`src/rtl/riscv_pkg.sv`:
```
// Shared RV32I core definitions: control bundle, result-source and ALU encodings.
package riscv_pkg;

    localparam int XLEN  = 32;
    localparam int REG_W = 5;

    // Writeback result selection
    localparam logic [1:0] RES_ALU = 2'b00;
    localparam logic [1:0] RES_MEM = 2'b01;
    localparam logic [1:0] RES_PC4 = 2'b10;

    // ALU operation select
    localparam logic [2:0] ALU_ADD = 3'b000;
    localparam logic [2:0] ALU_SUB = 3'b001;
    localparam logic [2:0] ALU_AND = 3'b010;
    localparam logic [2:0] ALU_OR  = 3'b011;
    localparam logic [2:0] ALU_SLT = 3'b101;

    // Decoded control bundle travelling down the pipeline
    typedef struct packed {
        logic       reg_write;
        logic [1:0] result_src;
        logic       mem_write;
        logic       jump;
        logic       branch;
        logic [2:0] alu_ctrl;
        logic       alu_src;
    } ctrl_t;

    // All-zero bundle: no register write, no store, no branch, no jump
    localparam ctrl_t CTRL_NOP = '0;

endpackage

```
`src/rtl/id_ex_stage_hazard_detect.sv`:
```
// Combinational load-use hazard detection and redirect-driven flush for the ID stage.
module hazard_detect
    import riscv_pkg::*;
(
    input  logic             valid_d,
    input  logic [REG_W-1:0] rs1_d,
    input  logic [REG_W-1:0] rs2_d,
    input  logic             valid_e,
    input  logic [1:0]       result_src_e,
    input  logic [REG_W-1:0] rd_e,
    input  logic             pc_src_e,
    output logic             lw_stall,
    output logic             stall_f,
    output logic             stall_d,
    output logic             flush_d
);

    // A load in EX whose destination is read by the ID instruction must hold ID one cycle;
    // a redirect from EX discards the ID instruction anyway, so it suppresses the stall.
    always_comb begin
        lw_stall = valid_e && (result_src_e == RES_MEM) && (rd_e != '0) && valid_d
                   && ((rs1_d == rd_e) || (rs2_d == rd_e));
        stall_f  = lw_stall && !pc_src_e;
        stall_d  = lw_stall && !pc_src_e;
        flush_d  = pc_src_e;
    end

endmodule

```
`src/rtl/id_ex_stage.sv`:
```
// ID/EX pipeline register with load-use bubbles, redirect flushes and saturating perf counters.
module id_ex_stage
    import riscv_pkg::*;
(
    input  logic             clk,
    input  logic             reset,
    input  logic             valid_d,
    input  logic [XLEN-1:0]  pc_d,
    input  logic [XLEN-1:0]  pc_plus4_d,
    input  logic [XLEN-1:0]  rd1_d,
    input  logic [XLEN-1:0]  rd2_d,
    input  logic [XLEN-1:0]  imm_ext_d,
    input  logic [REG_W-1:0] rs1_d,
    input  logic [REG_W-1:0] rs2_d,
    input  logic [REG_W-1:0] rd_d,
    input  ctrl_t            ctrl_d,
    input  logic             pc_src_e,
    output logic             valid_e,
    output logic [XLEN-1:0]  pc_e,
    output logic [XLEN-1:0]  pc_plus4_e,
    output logic [XLEN-1:0]  rd1_e,
    output logic [XLEN-1:0]  rd2_e,
    output logic [XLEN-1:0]  imm_ext_e,
    output logic [REG_W-1:0] rs1_e,
    output logic [REG_W-1:0] rs2_e,
    output logic [REG_W-1:0] rd_e,
    output ctrl_t            ctrl_e,
    output logic             stall_f,
    output logic             stall_d,
    output logic             flush_d,
    output logic [31:0]      bubble_count,
    output logic [31:0]      flush_count
);

    logic lw_stall;

    function automatic logic [31:0] sat_inc(input logic [31:0] v);
        return (v == 32'hFFFF_FFFF) ? v : v + 32'd1;
    endfunction

    hazard_detect u_hazard (
        .valid_d      (valid_d),
        .rs1_d        (rs1_d),
        .rs2_d        (rs2_d),
        .valid_e      (valid_e),
        .result_src_e (ctrl_e.result_src),
        .rd_e         (rd_e),
        .pc_src_e     (pc_src_e),
        .lw_stall     (lw_stall),
        .stall_f      (stall_f),
        .stall_d      (stall_d),
        .flush_d      (flush_d)
    );

    // Pipeline register: reset, redirect and load-use all load an all-zero bubble; else capture ID.
    always_ff @(posedge clk) begin
        if (reset || pc_src_e || lw_stall) begin
            valid_e    <= 1'b0;
            ctrl_e     <= CTRL_NOP;
            pc_e       <= '0;
            pc_plus4_e <= '0;
            rd1_e      <= '0;
            rd2_e      <= '0;
            imm_ext_e  <= '0;
            rs1_e      <= '0;
            rs2_e      <= '0;
            rd_e       <= '0;
        end else begin
            valid_e    <= valid_d;
            ctrl_e     <= valid_d ? ctrl_d : CTRL_NOP;
            pc_e       <= pc_d;
            pc_plus4_e <= pc_plus4_d;
            rd1_e      <= rd1_d;
            rd2_e      <= rd2_d;
            imm_ext_e  <= imm_ext_d;
            rs1_e      <= rs1_d;
            rs2_e      <= rs2_d;
            rd_e       <= rd_d;
        end
    end

    // Perf counters: a redirect is counted as a flush even when a load-use hazard coincides.
    always_ff @(posedge clk) begin
        if (reset) begin
            bubble_count <= '0;
            flush_count  <= '0;
        end else if (pc_src_e) begin
            flush_count  <= sat_inc(flush_count);
        end else if (lw_stall) begin
            bubble_count <= sat_inc(bubble_count);
        end
    end

endmodule

```
`config.mk`:
```
export PLATFORM = sky130hd
export DESIGN_NAME = id_ex_stage
export DESIGN_NICKNAME = d
export VERILOG_FILES = /design/src/rtl/riscv_pkg.sv /design/src/rtl/id_ex_stage_hazard_detect.sv /design/src/rtl/id_ex_stage.sv
export SDC_FILE = /design/constraint.sdc
export NUM_CORES = 1
export LEC_CHECK = 0
export ABC_CLOCK_PERIOD_IN_PS = 4600
export BUFFER_PORTS_ARGS = -buffer_cell sky130_fd_sc_hd__buf_2
export CORE_AREA = 10 10 162 164
export CTS_BUF_LIST = sky130_fd_sc_hd__clkbuf_2 sky130_fd_sc_hd__clkbuf_4 sky130_fd_sc_hd__clkbuf_8
export CTS_CLUSTER_DIAMETER = 40
export DETAILED_ROUTE_END_ITERATION = 7
export DIE_AREA = 0 0 172 174
export PLACE_DENSITY = 0.65
export SYNTH_ARGS = -nofsm -noshare
export SYNTH_HDL_FRONTEND = slang
export SYNTH_HIERARCHICAL = 1
export SYNTH_SLANG_ARGS = --single-unit
```
`constraint.sdc`:
```
create_clock -name clk -period 4.6 [get_ports clk]
set_clock_uncertainty 0.15 [all_clocks]
set_input_delay 1.15 -clock clk [delete_from_list [all_inputs] [get_ports clk]]
set_output_delay 1.15 -clock clk [all_outputs]
set_load 0.1 [all_outputs]
```
## Word-level counts from Yosys, hierarchy flattened

Cells that the tools add are included.

| storage, ports and cells | value |
|---|---|
| bits of input ports | 189 |
| bits in registers | 250 |
| logic and storage cells | 42 |
| output and inout port bits | 253 |

| operators by class | value |
|---|---|
| eq/ne operators | 5 |
| bitwise gates (word level) | 4 |
| reduce and logical (&&, ||, !) cells | 13 |
| add/subtract/negate cells | 2 |

Operators by type and width:

| operator | number |
|---|---|
| adder 32 x 1 -> 32 bit, second input constant | 2 |
| == test 32 bit, second input constant | 2 |
| == test 5 bit | 2 |
| logical AND 1 bit | 5 |
| nonzero test 5 bit | 1 |
| inverter 1 bit | 4 |
| logical OR 1 bit | 3 |
| AND reduction 3 bit | 1 |
| == test 2 x 1 -> 1 bit, second input constant | 1 |
| AND reduction 2 bit | 1 |
| OR reduction 2 bit | 1 |
| zero test 1 bit | 1 |

## Logic depth before layout (Yosys ltp)

| logic depth | value |
|---|---|
| word-level depth | 7 |
| mapped depth | 10 |
| gate-level depth less buffers | 9 |

## By module

Netlist, hierarchy kept.

By module, submodules not included:

| module | seq. area each (sq um) | cells an instance | area each (sq um) | times used |
|---|---|---|---|---|
| id_ex_stage | 5004.8 | 787 | 8249.2 | 1 |
| hazard_detect | 0.0 | 22 | 162.7 | 1 |

## Worst setup path before layout

No wires, ideal clock.

| path | value |
|---|---|
| path kind | input -> output |
| from | in rs1_d[2] |
| to | out stall_f |
| setup slack | -998 ps |
| required time | 3300 ps |
| arrival time | 4298 ps |
| cell stages on the path | 5 |
| buffers on the path | 1 |
| cell sequence | xor2_1 nor3_1 a22oi_1 nor3_1 buf_4 |

| between the ends | value |
|---|---|
| word-level cells in the longest chain between the ends | 4 |

Ends and longest elaborated chain:

| what | RTL line | source |
|---|---|---|
| start: declaration | id_ex_stage.sv:13 | `input logic [REG_W-1:0] rs1_d,` |
| == test 5 bit | id_ex_stage_hazard_detect.sv:22 | `&& ((rs1_d == rd_e) \|\| (rs2_d == rd_e));` |
| logical OR 1 bit | id_ex_stage_hazard_detect.sv:22 |  |
| logical AND 1 bit | id_ex_stage_hazard_detect.sv:22 |  |
| logical AND 1 bit | n/a |  |
| end: declaration | id_ex_stage.sv:28 | `output logic stall_f,` |

No other way between the ends.

## Worst setup path after layout

| path | value |
|---|---|
| from | in rs2_d[0] |
| to | out stall_d |

| between the ends | value |
|---|---|
| word-level cells in the longest chain between the ends | 4 |

Ends and longest elaborated chain:

| what | RTL line | source |
|---|---|---|
| start: declaration | id_ex_stage.sv:14 | `input logic [REG_W-1:0] rs2_d,` |
| == test 5 bit | id_ex_stage_hazard_detect.sv:22 |  |
| logical OR 1 bit | id_ex_stage_hazard_detect.sv:22 |  |
| logical AND 1 bit | id_ex_stage_hazard_detect.sv:22 |  |
| logical AND 1 bit | id_ex_stage_hazard_detect.sv:24 | `stall_d = lw_stall && !pc_src_e;` |
| end: declaration | id_ex_stage.sv:29 | `output logic stall_d,` |

No other way between the ends.

==> run_results.csv <==
group,metric,value,unit
routing,drc,0,
routing,firstDrtPassIters,5,
sta,tns,0,ns
hold_path,min_path_type,"register to register",
power,totalPowerFinal,5.45,mW
sta,setup_viol,0,
routing,wirelength,29.9,mm
sta,fin_crit,3.87,ns
yosys,synth-seq-cells,250,
sta,hold_viol,0,
routing,drt_iter0_drc,378,
place,port_buffers,441,
final_layout,n_fill_cell,2136,
clock_tree,cts_tree,"built",
power,leakage,5.70,nW
sta,grt_setup_unrepaired,"false",
setup_path,arrival,2.57,ns
yosys,synth_xor_area_frac,0.0208,
global_routing,use_met1,0.202,
yosys,netlist_area,0.00841,mm^2
floorplanning,dieArea,0.0299,mm^2
floorplanning,start_util,0.364,
yosys,synth_edf_count,0,
run_status,status,"finished clean",
routing,vias,7464,
final_layout,areaGrowthSynthToFinish,42.1,%
floorplanning,core,0.0231,mm^2
global_routing,gr-max-usage-layer,"met2",
clock_tree,root_buffer,"clkbuf_8",
setup_path,worstSetupEndpointType,"output port",
clock_tree,clk_latency,0.54,ns
yosys,synth_fa_ha_area_frac,0.00297,
clock_tree,cts_setup_buffers,0,
place,place_area,0.0108,mm^2
yosys,synth.top_cell.area_share,0.595,
sta,post-route-period-util,0.841,
yosys,synthMuxAreaShare,0.00654,
final_layout,fin_area,0.0120,mm^2
yosys,yosys.area.top_type,"dfxtp_1",
yosys,yosys.area_share.simple,0.269,
yosys,synth_warnings,6,
sta,slew_headroom,0.231,
floorplanning,io_pins,442,
global_routing,grt_max_degree,127,
routing,postRouteAntennaNets,0,
clock_tree,cts_hold_buf,0,
sta,worstMarginPinSlew,1.15,ns
setup_path,setup.worst_path.start_class,"input pin",
clock_tree,htreeDepth,2,
floorplanning,die_h,174,um
clock_tree,cts_inserted_buffers,45,
setup_path,cp_max_fo,2,
yosys,synth_fp_nets,1000,
global_routing,grt_overflow_total,0,
yosys,async_flop_share,0,
yosys,synth_top_family_by_area,"simple AND/OR/NAND/NOR gates",
global_routing,grt_use_total,0.191,
global_routing,grtUsageMet3,0.0859,
final_layout,seqCellArea,0.00500,mm^2
sta,fin_ws,0.733,ns
routing,wl_per_cell,18.8,um
clock_tree,cts_sinks,250,
power,power_density,456,mW/mm^2
sta,fmax,259,MHz
setup_path,cp.required,3.30,ns
global_routing,antenna_found_initial,6,
sta,drv_slew,0,
yosys,ys_seq_area_frac,0.595,
yosys,synth_cells,809,
run,maxCapViolCount,0,
yosys,synth_cell_type_count,44,
yosys,synth_compound_area_frac,0.0784,
sta,whs,0.344,ns
yosys,ys.flop_type,"dfxtp_1",
final_layout,layout-drive-gt1-share,0.421,
final_layout,fin_nets,1447,
place,hpwlAfterDp,23.4,mm
floorplanning,rows,56,
place,place_ws,0.644,ns
global_routing,grt_pass1_wl,44.2,mm
final_layout,multi_input_area,0.00319,mm^2
yosys,synth.avg_cell_area,10.4,um^2
place,gp_congestion,0.859,
global_routing,use_met2,0.332,
setup_path,crit_type,"input pin to output port",
clock_tree,cts_resized,0,
clock_tree,clk_pin_slew,0.05,ns
global_routing,first_global_vias,7304,
floorplanning,fp.dieW,172,um
power,vdd_drop_max,0.272,mV
clock_tree,cts_max_path_buffers,3,
routing,viasPerCell,4.71,
yosys,yosys-top-cells-area,"dfxtp_1 (59%), and2_1 (13%), a21oi_1 (2.8%), or4_1 (2.4%), o31ai_1 (2.1%)",
## critical path, stage by stage
cell,delay [ns]
buf_2,0.11
xor2_1,0.14
nor3_1,0.24
a22oi_1,0.20
nor3_4,0.26
buf_2,0.47
## cells in the final DEF (no fill, tap or decap), drive strengths merged, types with 6 or more instances in the layout
master,n
o31ai,26
nor2,23
clkbuf,71
nand3,27
and2,178
and3,16
nor3,9
or4,27
nand4,18
buf,444
and4,8
xnor2,6
o21ai,25
nor4,9
inv,8
a21oi,47
xor2,14
nand2,29
or3,21
dfxtp,250
## where the power goes
part | total, mW | leakage, nW | switching [mW] | internal, mW
clock network | 2.46 | 0.581 | 0.922 | 1.54
logic | 0.741 | 3.08 | 0.603 | 0.139
registers | 2.25 | 2.04 | 0.0198 | 2.23
total | 5.45 | 5.70 | 1.54 | 3.91
## final cells by class
type,count,area share
diodes,3,0.000628
clock buffers,71,0.0792
clock inverters,11,0.0143
inverters,6,0.00188
multi-input cells,509,0.267
flip-flops and latches,250,0.419
well taps,290,0.0304
repair buffers,444,0.188
## synthesized netlist by cell type (all sizes together), types with 2 or more instances
library cell  number
inv                6
clkbuf            32
nor3               9
nor4               9
xnor2              6
o31a               2
and4               8
or3               21
o31ai             26
a21oi             47
nand3             27
xor2              14
or4               27
o2111ai            2
ha                 2
nor2b              5
nand2b             2
and3              16
nor2              23
buf               12
o21ai             25
nand4             18
nand2             29
dfxtp            250
mux2               4
and2             178
## flip-flops by register name (all words and copies together) (netlist names), 10 cells and up
name	count
pc_plus4_e	32
rd2_e	32
ctrl_e	10
flush_count	32
pc_e	32
bubble_count	32
rd1_e	32
imm_ext_e	32
## routing by layer
layer / wire [um] / vias up
li1: - / 3692
met1: 10900 / 3415
met2: 15200 / 309
met3: 3100 / 44
met4: 676 / 4
met5: 26 / -
## cells by family after synthesis
kind of cell,after synthesis
AND/OR/NAND/NOR,375
multiplexers,5
buffers and inverters,50
AO/OA/AOI/OAI,107
flip-flops,250
adder cells (fa/ha/maj),2
XOR/XNOR,20
## worst paths after layout
kind / start / end / slack (ns) / depth (start not counted)
worst max register to register: rd_e[0] / bubble_count[30] / 1.49 / 9
worst max-delay path: rs2_d[0] / stall_d / 0.73 / 6
worst min register to register: flush_count[31] / flush_count[31] / 0.34 / 2
worst min-delay path: flush_count[31] / flush_count[31] / 0.34 / 2
## stage by stage
step	std cells	util
floorplan	809	-
global placement	1499	0.468
detailed placement	1499	0.468
CTS	1581	0.517
global route	1582	0.517
finish	1584	0.517
(Power assumes the default switching activity.)
